[src/rtl/uart_pkg.sv]
// Shared types and helpers for the UART receive path.
package uart_pkg;

   localparam int DATA_BITS = 8;

   typedef enum logic [2:0] {IDLE, START, DATA, STOP, BREAK} rx_state_t;

   // Sample-tick divider rounded to the nearest integer.
   function automatic int calc_div(input int clock, input int baud, input int os);
      return (clock + (baud * os) / 2) / (baud * os);
   endfunction

endpackage

[src/rtl/uart_baud_gen.sv]
// Oversample tick generator: one-cycle tick every calc_div(CLOCK_RATE, BAUD_RATE, OVERSAMPLE) clocks.
module uart_baud_gen
   import uart_pkg::*;
#(
   parameter int CLOCK_RATE = 50_000_000,
   parameter int BAUD_RATE  = 9_600,
   parameter int OVERSAMPLE = 16
) (
   input  logic clk_rx,
   input  logic rst_clk_rx,
   output logic tick
);

   localparam int DIV = calc_div(CLOCK_RATE, BAUD_RATE, OVERSAMPLE);
   localparam int CW  = (DIV > 1) ? $clog2(DIV) : 1;
   localparam logic [CW-1:0] CNT_LAST = CW'(DIV - 1);

   logic [CW-1:0] cnt_q, cnt_d;

   always_comb begin
      cnt_d = cnt_q + CW'(1);
      if (cnt_q == CNT_LAST) begin
         cnt_d = '0;
      end
   end

   always_ff @(posedge clk_rx or posedge rst_clk_rx) begin
      if (rst_clk_rx) begin
         cnt_q <= '0;
      end else begin
         cnt_q <= cnt_d;
      end
   end

   assign tick = (cnt_q == CNT_LAST);

endmodule

[src/rtl/uart_rx_core.sv]
// RS232 8N1 receiver; byte valid ~9.5 bit times + 3 clocks after the start edge, held until rx_ack.
// A byte completing while the holding register is full is dropped with an overrun pulse. UART_RX_VOTE_EN: 2-of-3 sample vote.
module uart_rx_core
   import uart_pkg::*;
#(
   parameter int CLOCK_RATE = 50_000_000,
   parameter int BAUD_RATE  = 9_600,
   parameter int OVERSAMPLE = 16
) (
   input  logic                 clk_rx,
   input  logic                 rst_clk_rx,
   input  logic                 rxd_i,
   output logic [DATA_BITS-1:0] rx_data,
   output logic                 rx_valid,
   input  logic                 rx_ack,
   output logic                 frm_err,
   output logic                 overrun
);

   localparam int MID  = OVERSAMPLE / 2 - 1;
   localparam int SCW  = $clog2(OVERSAMPLE);
   localparam int IDXW = $clog2(DATA_BITS);
`ifdef UART_RX_VOTE_EN
   localparam int DEC_SC = MID + 1;
`else
   localparam int DEC_SC = MID;
`endif
   localparam logic [SCW-1:0]  SC_DEC   = SCW'(DEC_SC);
   localparam logic [SCW-1:0]  SC_LAST  = SCW'(OVERSAMPLE - 1);
   localparam logic [IDXW-1:0] IDX_LAST = IDXW'(DATA_BITS - 1);

   logic                 tick;
   logic                 sync1_q, sync2_q;
   logic                 rxd_s;
   logic                 bit_smp;
   rx_state_t            state_q, state_d;
   logic [SCW-1:0]       sc_q, sc_d;
   logic [IDXW-1:0]      idx_q, idx_d;
   logic [DATA_BITS-1:0] shift_q, shift_d;
   logic [DATA_BITS-1:0] data_q, data_d;
   logic                 push_q, push_d;
   logic                 frm_q, frm_d;
   logic                 valid_q, valid_d;
   logic                 ovr_q, ovr_d;

   uart_baud_gen #(
      .CLOCK_RATE (CLOCK_RATE),
      .BAUD_RATE  (BAUD_RATE),
      .OVERSAMPLE (OVERSAMPLE)
   ) u_baud_gen (
      .clk_rx     (clk_rx),
      .rst_clk_rx (rst_clk_rx),
      .tick       (tick)
   );

   assign rxd_s = sync2_q;

`ifdef UART_RX_VOTE_EN
   // hist_q holds the samples from the two previous ticks (MID-1, MID when sc=MID+1).
   logic [1:0] hist_q;

   always_ff @(posedge clk_rx or posedge rst_clk_rx) begin
      if (rst_clk_rx) begin
         hist_q <= 2'b11;
      end else if (tick) begin
         hist_q <= {hist_q[0], rxd_s};
      end
   end

   assign bit_smp = (hist_q[1] & hist_q[0]) | (hist_q[1] & rxd_s) | (hist_q[0] & rxd_s);
`else
   assign bit_smp = rxd_s;
`endif

   // The start bit runs its full cell length so every later bit is sampled mid-cell.
   always_comb begin
      state_d = state_q;
      sc_d    = sc_q;
      idx_d   = idx_q;
      shift_d = shift_q;
      push_d  = 1'b0;
      frm_d   = 1'b0;
      if (tick) begin
         case (state_q)
            IDLE: begin
               if (!rxd_s) begin
                  state_d = START;
                  sc_d    = '0;
               end
            end
            START: begin
               sc_d = sc_q + SCW'(1);
               if (sc_q == SC_DEC && bit_smp) begin
                  state_d = IDLE;
                  sc_d    = '0;
               end else if (sc_q == SC_LAST) begin
                  state_d = DATA;
                  sc_d    = '0;
                  idx_d   = '0;
               end
            end
            DATA: begin
               sc_d = sc_q + SCW'(1);
               if (sc_q == SC_DEC) begin
                  shift_d = {bit_smp, shift_q[DATA_BITS-1:1]};
               end
               if (sc_q == SC_LAST) begin
                  sc_d  = '0;
                  idx_d = idx_q + IDXW'(1);
                  if (idx_q == IDX_LAST) begin
                     state_d = STOP;
                  end
               end
            end
            STOP: begin
               sc_d = sc_q + SCW'(1);
               if (sc_q == SC_DEC) begin
                  sc_d = '0;
                  if (bit_smp) begin
                     push_d  = 1'b1;
                     state_d = IDLE;
                  end else begin
                     frm_d   = 1'b1;
                     state_d = BREAK;
                  end
               end
            end
            BREAK: begin
               if (rxd_s) begin
                  state_d = IDLE;
               end
            end
            default: state_d = IDLE;
         endcase
      end
   end

   always_comb begin
      data_d  = data_q;
      valid_d = valid_q;
      ovr_d   = 1'b0;
      if (push_q) begin
         if (!valid_q || rx_ack) begin
            data_d  = shift_q;
            valid_d = 1'b1;
         end else begin
            ovr_d = 1'b1;
         end
      end else if (rx_ack) begin
         valid_d = 1'b0;
      end
   end

   always_ff @(posedge clk_rx or posedge rst_clk_rx) begin
      if (rst_clk_rx) begin
         sync1_q <= 1'b1;
         sync2_q <= 1'b1;
         state_q <= IDLE;
         sc_q    <= '0;
         idx_q   <= '0;
         shift_q <= '0;
         push_q  <= 1'b0;
         frm_q   <= 1'b0;
         data_q  <= '0;
         valid_q <= 1'b0;
         ovr_q   <= 1'b0;
      end else begin
         sync1_q <= rxd_i;
         sync2_q <= sync1_q;
         state_q <= state_d;
         sc_q    <= sc_d;
         idx_q   <= idx_d;
         shift_q <= shift_d;
         push_q  <= push_d;
         frm_q   <= frm_d;
         data_q  <= data_d;
         valid_q <= valid_d;
         ovr_q   <= ovr_d;
      end
   end

   assign rx_data  = data_q;
   assign rx_valid = valid_q;
   assign frm_err  = frm_q;
   assign overrun  = ovr_q;

endmodule
[config.mk]
export PLATFORM = sky130hd
export DESIGN_NAME = uart_rx_core
export DESIGN_NICKNAME = d
export VERILOG_FILES = /design/src/rtl/uart_pkg.sv /design/src/rtl/uart_baud_gen.sv /design/src/rtl/uart_rx_core.sv
export SDC_FILE = /design/constraint.sdc
export NUM_CORES = 1
export LEC_CHECK = 0
export BUFFER_PORTS_ARGS = -buffer_cell sky130_fd_sc_hd__clkbuf_2
export CAP_MARGIN = 20
export CELL_PAD_IN_SITES_DETAIL_PLACEMENT = 1
export CELL_PAD_IN_SITES_GLOBAL_PLACEMENT = 2
export CORE_MARGIN = 5
export CORE_UTILIZATION = 43
export DETAILED_ROUTE_END_ITERATION = 10
export PLACE_DENSITY = 0.87
export SKIP_LAST_GASP = 1
export SYNTH_ARGS = -nofsm -noshare
export SYNTH_HDL_FRONTEND = slang
export SYNTH_SLANG_ARGS = --single-unit
[constraint.sdc]
create_clock -name clk_rx -period 4.3 [get_ports clk_rx]
set_input_delay 1.29 -clock clk_rx [delete_from_list [all_inputs] [get_ports clk_rx]]
set_output_delay 1.29 -clock clk_rx [all_outputs]
set_load 0.005 [all_outputs]
==> results of run 1 <==
==> state kept, by name, summed over array words and instances, names as in the netlist <==
name	cells
state_q	3
idx_q	3
sync1_q	1
u_baud_gen.cnt_q	9
rx_data	8
shift_q	8
frm_err	1
bit_smp	1
overrun	1
sc_q	4
push_q	1
rx_valid	1
==> routing by layer <==
layer	track usage, %	part of all wire [%]	wire length (um)
met1	16.5	47	1620
met2	22.1	48	1660
met3	4.26	3.6	125
met4	6.99	1.7	60
met5	0	0	0
==> per-stage QoR <==
step,cell area [um2],std cells,total power [uW],util [%]
floorplan,1900,153,402,-
global placement,2020,216,406,46.6
detailed placement,2020,216,407,46.6
CTS,2110,224,672,48.7
global route,2110,224,694,48.7
finish,2110,224,659,48.7
==> power by group through the flow <==
stage | registers, uW | clock network [uW] | logic, uW
global route | 389 | 293 | 12.6
global placement | 396 | 0 | 10.3
detailed placement | 396 | 0 | 11.1
CTS | 388 | 272 | 11.0
finish | 388 | 260 | 10.2
floorplan | 395 | 0 | 6.55
==> path summary, 6_finish.rpt <==
check | startpoint | slack [ps] | to | depth (start not counted)
setup / recovery | u_baud_gen.cnt_q[1] | 2140 | shift_q[6] | 6
hold / removal | sync1_q | 360 | bit_smp | 0
setup reg to reg | u_baud_gen.cnt_q[1] | 2140 | shift_q[6] | 6
hold reg to reg | sync1_q | 360 | bit_smp | 0
max in group asynchronous | rst_clk_rx | 2830 | bit_smp | 3
min in group asynchronous | rst_clk_rx | 970 | sync1_q | 2
==> logic make-up (layout without fill, tap and decap cells) <==
family                   count (synthesis)  after routing
AND/OR/NAND/NOR                         53             53
flip-flops                              41             41
multiplexers                            19             19
AO/OA/AOI/OAI                           17             17
buffers and inverters                   10             29
XOR/XNOR                                 8              8
adder cells (fa/ha/maj)                  5              5
==> critical path, cell delays in order, from the launching register on <==
cell       delay, ps
dfrtp_1          400
inv_1             70
ha_1             180
nand4bb_4        140
or2_1            270
or3_1            610
mux2_4           380
==> cells in the final DEF (no fill, tap or decap), drive strengths merged, types with 3 or more instances in the layout <==
master  count
mux2       19
nand2      10
xnor2       4
or2         3
dfrtp      39
inv         7
and3        5
ha          5
nor2       12
o41ai       3
nand3       7
xor2        4
clkbuf     19
o21ai       6
==> synth_stat cells (3+ instances only) <==
| cell type | number |
|---|---|
| xnor2_1 | 4 |
| nor2_1 | 12 |
| nand3_1 | 7 |
| dfrtp_1 | 39 |
| o21ai_0 | 6 |
| and3_1 | 5 |
| inv_1 | 6 |
| xor2_1 | 4 |
| o41ai_1 | 3 |
| ha_1 | 5 |
| nand2_1 | 10 |
| mux2_4 | 8 |
| mux2_2 | 11 |
==> final cells by class <==
class / count / area share (%)
flip-flops and latches: 41 / 48.8
multi-input cells: 102 / 39.0
repair buffers: 15 / 3.68
clock buffers: 5 / 3.27
well taps: 52 / 3.09
inverters: 6 / 1.07
clock inverters: 3 / 1.01
==> metrics.cfg, run 1 <==
[yosys]
ys_ff_latch=41
syn_avg_cell_area_um2=12.4
muxShareOfSynthArea_pct=12.9
synth_cells=153
ys.flop_type=dfrtp_1
yosysSeqAreaShare_pct=54.2
syn_nets=162
syn_area_um2=1900
yosysTopAreaCell=dfrtp_1
ys_types=38
yosysWarnings=0
synth_edf_count=0
yosys-top-cells-area=dfrtp_1 51%, mux2_2 6.5%, mux2_4 6.3%
synth_fa_ha_area_share_pct=3.30
netlist.area_leader.share_pct=51.5
synth_top_family_by_area=simple AND/OR/NAND/NOR gates
synth_xor_area_share_pct=3.69
asyncSetResetFlopFracSynth_pct=100
synth_simple_gate_area_share_pct=17.2
synth_compound_area_share_pct=6.27

[clock_tree]
htreeDepth=2
cts.sink_count=41
cts_setup_buffers=0
post_cts_resize_count=0
cts_max_path_buffers=2
cts_buffers=5
clk_pin_slew_ps=80
cts_tree=done
ctsRootBufferMaster=clkbuf_8
hold_buffers=0
clock_latency_ps=300

[pwr]
pwr-share-clk_pct=39.5
switching_share_pct=23.4
p_int_uw=504
seqPwrFrac_pct=58.9
max-vdd-ir-drop_uv=138
powerDensity_nw_per_um2=313
p_switching_uw=154
p_comb_share_pct=1.5
p_leak_uw=0.00103

[timing]
final.setup_skew_ps=9.32
period_share_pct=50.2
period_needed_ps=2160
timing.final.max_slew_violations=0
setup_violations=0
slew_headroom_pct=60.7
setup_tns_ps=0
rsz0062_at_grt=false
whs_ps=360
final-hold-violation-count=0
setup_slack_ps=2140
fmaxAchievable_mhz=463
worst_pin_slew_ps=587

[detailed_routing]
drc_errors=0
antenna_left=0
vias=1190
drt_iter0_drc=42
vias_per_cell=5.31
wl_per_cell_um=15.5
wirelength_um=3460
first_pass_iters=4

[cells_and_area]
fillers=463
nets=180
antenna_cells=0
multi_input_area_um2=822
seqCellArea_um2=1030
area_growth_pct=11.0
layout-drive-gt1-share_pct=29.7

[worst_setup_path]
cp_max_fo=8
critPathArrivalTime_ps=2350
cp-start-kind=flop
cp.required_ps=4490
critPathKind=reg -> reg
endpoint_kind=flop

[floorplan]
die_area_um2=5840
die_y_um=76.4
chipWidth_um=76.4
initial_utilization_pct=43.9
num_rows=24
fp.coreArea_um2=4320
io_pins=15

[grt]
grt_pass1_wl_um=6420
antenna_found_initial=0
grt_remaining_overflow=0
grt_pass1_vias=1356
grt_max_degree=41
track_usage_pct=13.7

[worst_hold_path]
hold_class=reg -> reg

[place]
dpl.hpwl_um=2510
dpl_worst_slack_ps=1910
io_buffers=14
gp_congestion=0.762

[run]
max_cap_viol_count=0

[outcome]
outcome=completed

Note: power is estimated with default switching activity, not from simulation.
==> run 2, diff against run 1 <==
- ABC_AREA: default -> 1
- CORE_UTILIZATION: 43 -> 36
- PLACE_DENSITY: 0.87 -> 0.83
- clock period: 4.3 -> 2.2 ns (I/O delays scaled with it)
==> run 2 against run 1 <==
Synthesized cell count up 50%. Clock power rose to 2.8 times the previous value. Largest cell class unchanged. Critical endpoint is now shift_q[2]. First-iteration DRC count down 12%. Via count up 22%. Flip-flop and latch count unchanged. Setup slack worse by 1500 ps. Power up 130%. Register-to-register slack worse by 1500 ps. Clock skew down 1.7 ps. Core utilization down 6.6 points. Global-route usage down 1.8 points.
==> metrics.cfg, run 2 <==
[worst_setup_path]
worst-r2r-setup-slack_ps=670
cp.required_ps=2380
cp-startpoint=u_baud_gen.cnt_q[1]
r2r_end=shift_q[2]
critPathArrivalTime_ps=1710
endpoint_kind=flop
cp_max_fo=16
endpoint=shift_q[2]
worstReg2RegStart=u_baud_gen.cnt_q[1]
rr_worst_depth=9
critPathKind=reg -> reg
cp-start-kind=flop

[clock_tree]
htreeDepth=2
post_cts_resize_count=0
cts_max_path_buffers=2
cts_setup_buffers=0
hold_buffers=0
cts.sink_count=41
clock_latency_ps=290
clk_pin_slew_ps=80
cts_buffers=5
ctsRootBufferMaster=clkbuf_8
cts_tree=done

[detailed_routing]
wl_per_cell_um=11.6
drt_iter0_drc=37
vias_per_cell=4.51
first_pass_iters=4
wirelength_um=3760
vias=1456
antenna_left=0
drc_errors=0

[grt]
grt_remaining_overflow=0
grt_max_degree=42
grt_pass1_wl_um=6820
grt_pass1_vias=1505
antenna_found_initial=0
track_usage_pct=11.9

[yosys]
synth_commonest_cells=56 x nand2_1, 39 x dfrtp_1, 32 x inv_1, 21 x nand3_1, 18 x nor2_1
ys_ff_latch=41
syn_area_um2=1970
syn_nets=239
yosys-top-cells-area=dfrtp_1 50%, nand2_1 11%, inv_1 6.1%
syn_avg_cell_area_um2=8.57
yosysWarnings=0
synth_edf_count=0
yosysSeqAreaShare_pct=52.2
netlist.area_leader.share_pct=49.5
asyncSetResetFlopFracSynth_pct=100
ys.flop_type=dfrtp_1
ys_types=23
synth_cells=230
synth_most_common_cell=nand2_1
yosysTopAreaCell=dfrtp_1

[cells_and_area]
antenna_cells=0
regMostFlops=u_baud_gen.cnt_q
final_cell_count_no_fill=323
seqCellArea_um2=1030
area_growth_pct=15.5
final_common_cell=nand2_1
layout-drive-gt1-share_pct=19.9
final_cell_mix=56 x nand2_1, 39 x dfrtp_1, 32 x inv_1
largest_register_ffs=9
finalInstanceArea_um2=2280
nets=259
fillers=665
multi_input_area_um2=795

[floorplan]
initial_utilization_pct=36.5
fp.coreArea_um2=5410
chipWidth_um=84.0
num_rows=27
die_y_um=84.0
io_pins=15
die_area_um2=7050

[place]
io_buffers=14
place_inst=315
dpl.hpwl_um=2800
place_area_um2=2140
gp_congestion=0.744

[timing]
final-hold-violation-count=0
timing.final.max_slew_violations=0
period_share_pct=69.6
fmaxAchievable_mhz=653
worst_pin_slew_ps=275
setup_tns_ps=0
final.setup_skew_ps=7.60
rsz0062_at_grt=false
whs_ps=358
period_needed_ps=1530
slew_headroom_pct=81.6
setup_violations=0

[pwr]
max-vdd-ir-drop_uv=316
p_leak_uw=0.00113
powerDensity_nw_per_um2=665

[run]
max_cap_viol_count=0

[worst_hold_path]
hold_class=reg -> reg

[outcome]
outcome=completed

-- run 2: cell count changes after synthesis, moves of 6 or more --
cell,change
mux2_2,-10
inv_1,+26
nand3_1,+14
nor2_1,+6
nand2_1,+46
o21ai_2,+8
mux2_4,-8
a21oi_1,+6
-- run 2: area by class of cell --
cell class,count,share of cell area [%]
Clock inverter,3,3.02
Timing Repair Buffer,16,4.29
Tap cell,72,3.96
Clock buffer,5,3.02
Inverter,34,5.61
Sequential cell,41,45.2
Multi-Input combinational cell,152,34.9
-- run 2: per-stage QoR --
stage          total power (uW)  utilization (%)  setup slack (ps)
6_report                   1510             42.1               669
5_1_grt                    1580             42.1               516
4_1_cts                    1540             42.1               636
3_5_place_dp                800             39.6               654
3_3_place_gp                800             39.6               686
2_1_floorplan               787                -               597
-- run 2: worst min-delay path by stage --
stage | from | to | slack [ps] | cells after the start
finish | sync1_q | bit_smp | 360 | 0
global route | sync1_q | bit_smp | 360 | 0
CTS | sync1_q | bit_smp | 360 | 0
detailed placement | sync1_q | bit_smp | 350 | 0
global placement | sync1_q | bit_smp | 350 | 0
floorplan | sync1_q | bit_smp | 350 | 0
-- run 2: power by group --
| group | switching, uW | internal [uW] |
|---|---|---|
| clock network | 274 | 457 |
| registers | 1.83 | 756 |
| logic | 18.1 | 6.80 |
| total | 294 | 1220 |
-- run 2: per-layer routing --
metal,vias to the layer above,wire [um],track usage (%)
li1,759,-,-
met3,6,133,3.46
met2,15,1770,19.2
met4,0,61,3.51
met5,-,0,0
met1,676,1790,15.6
-- run 2: cell families (layout without fill, tap and decap cells) --
group	Yosys count	count (layout)	synth area share [%]
and+or+nand+nor	112	112	25.8
DFF	41	41	52.2
buffers and inverters	37	58	7.49
AOI/OAI and AO/OA	31	31	9.40
adders and majority gates	5	5	3.17
xor gates and xnor gates	3	3	1.33
muxes	1	1	0.571
-- run 2: worst max-delay path, cell delays in order, from the launching register on --
cell	delay, ps
dfrtp_1	400
inv_1	60
ha_1	130
nand2_1	70
inv_1	70
nand2_2	80
nor2_8	190
nand3_4	220
nand2_1	140
o21ai_2	50
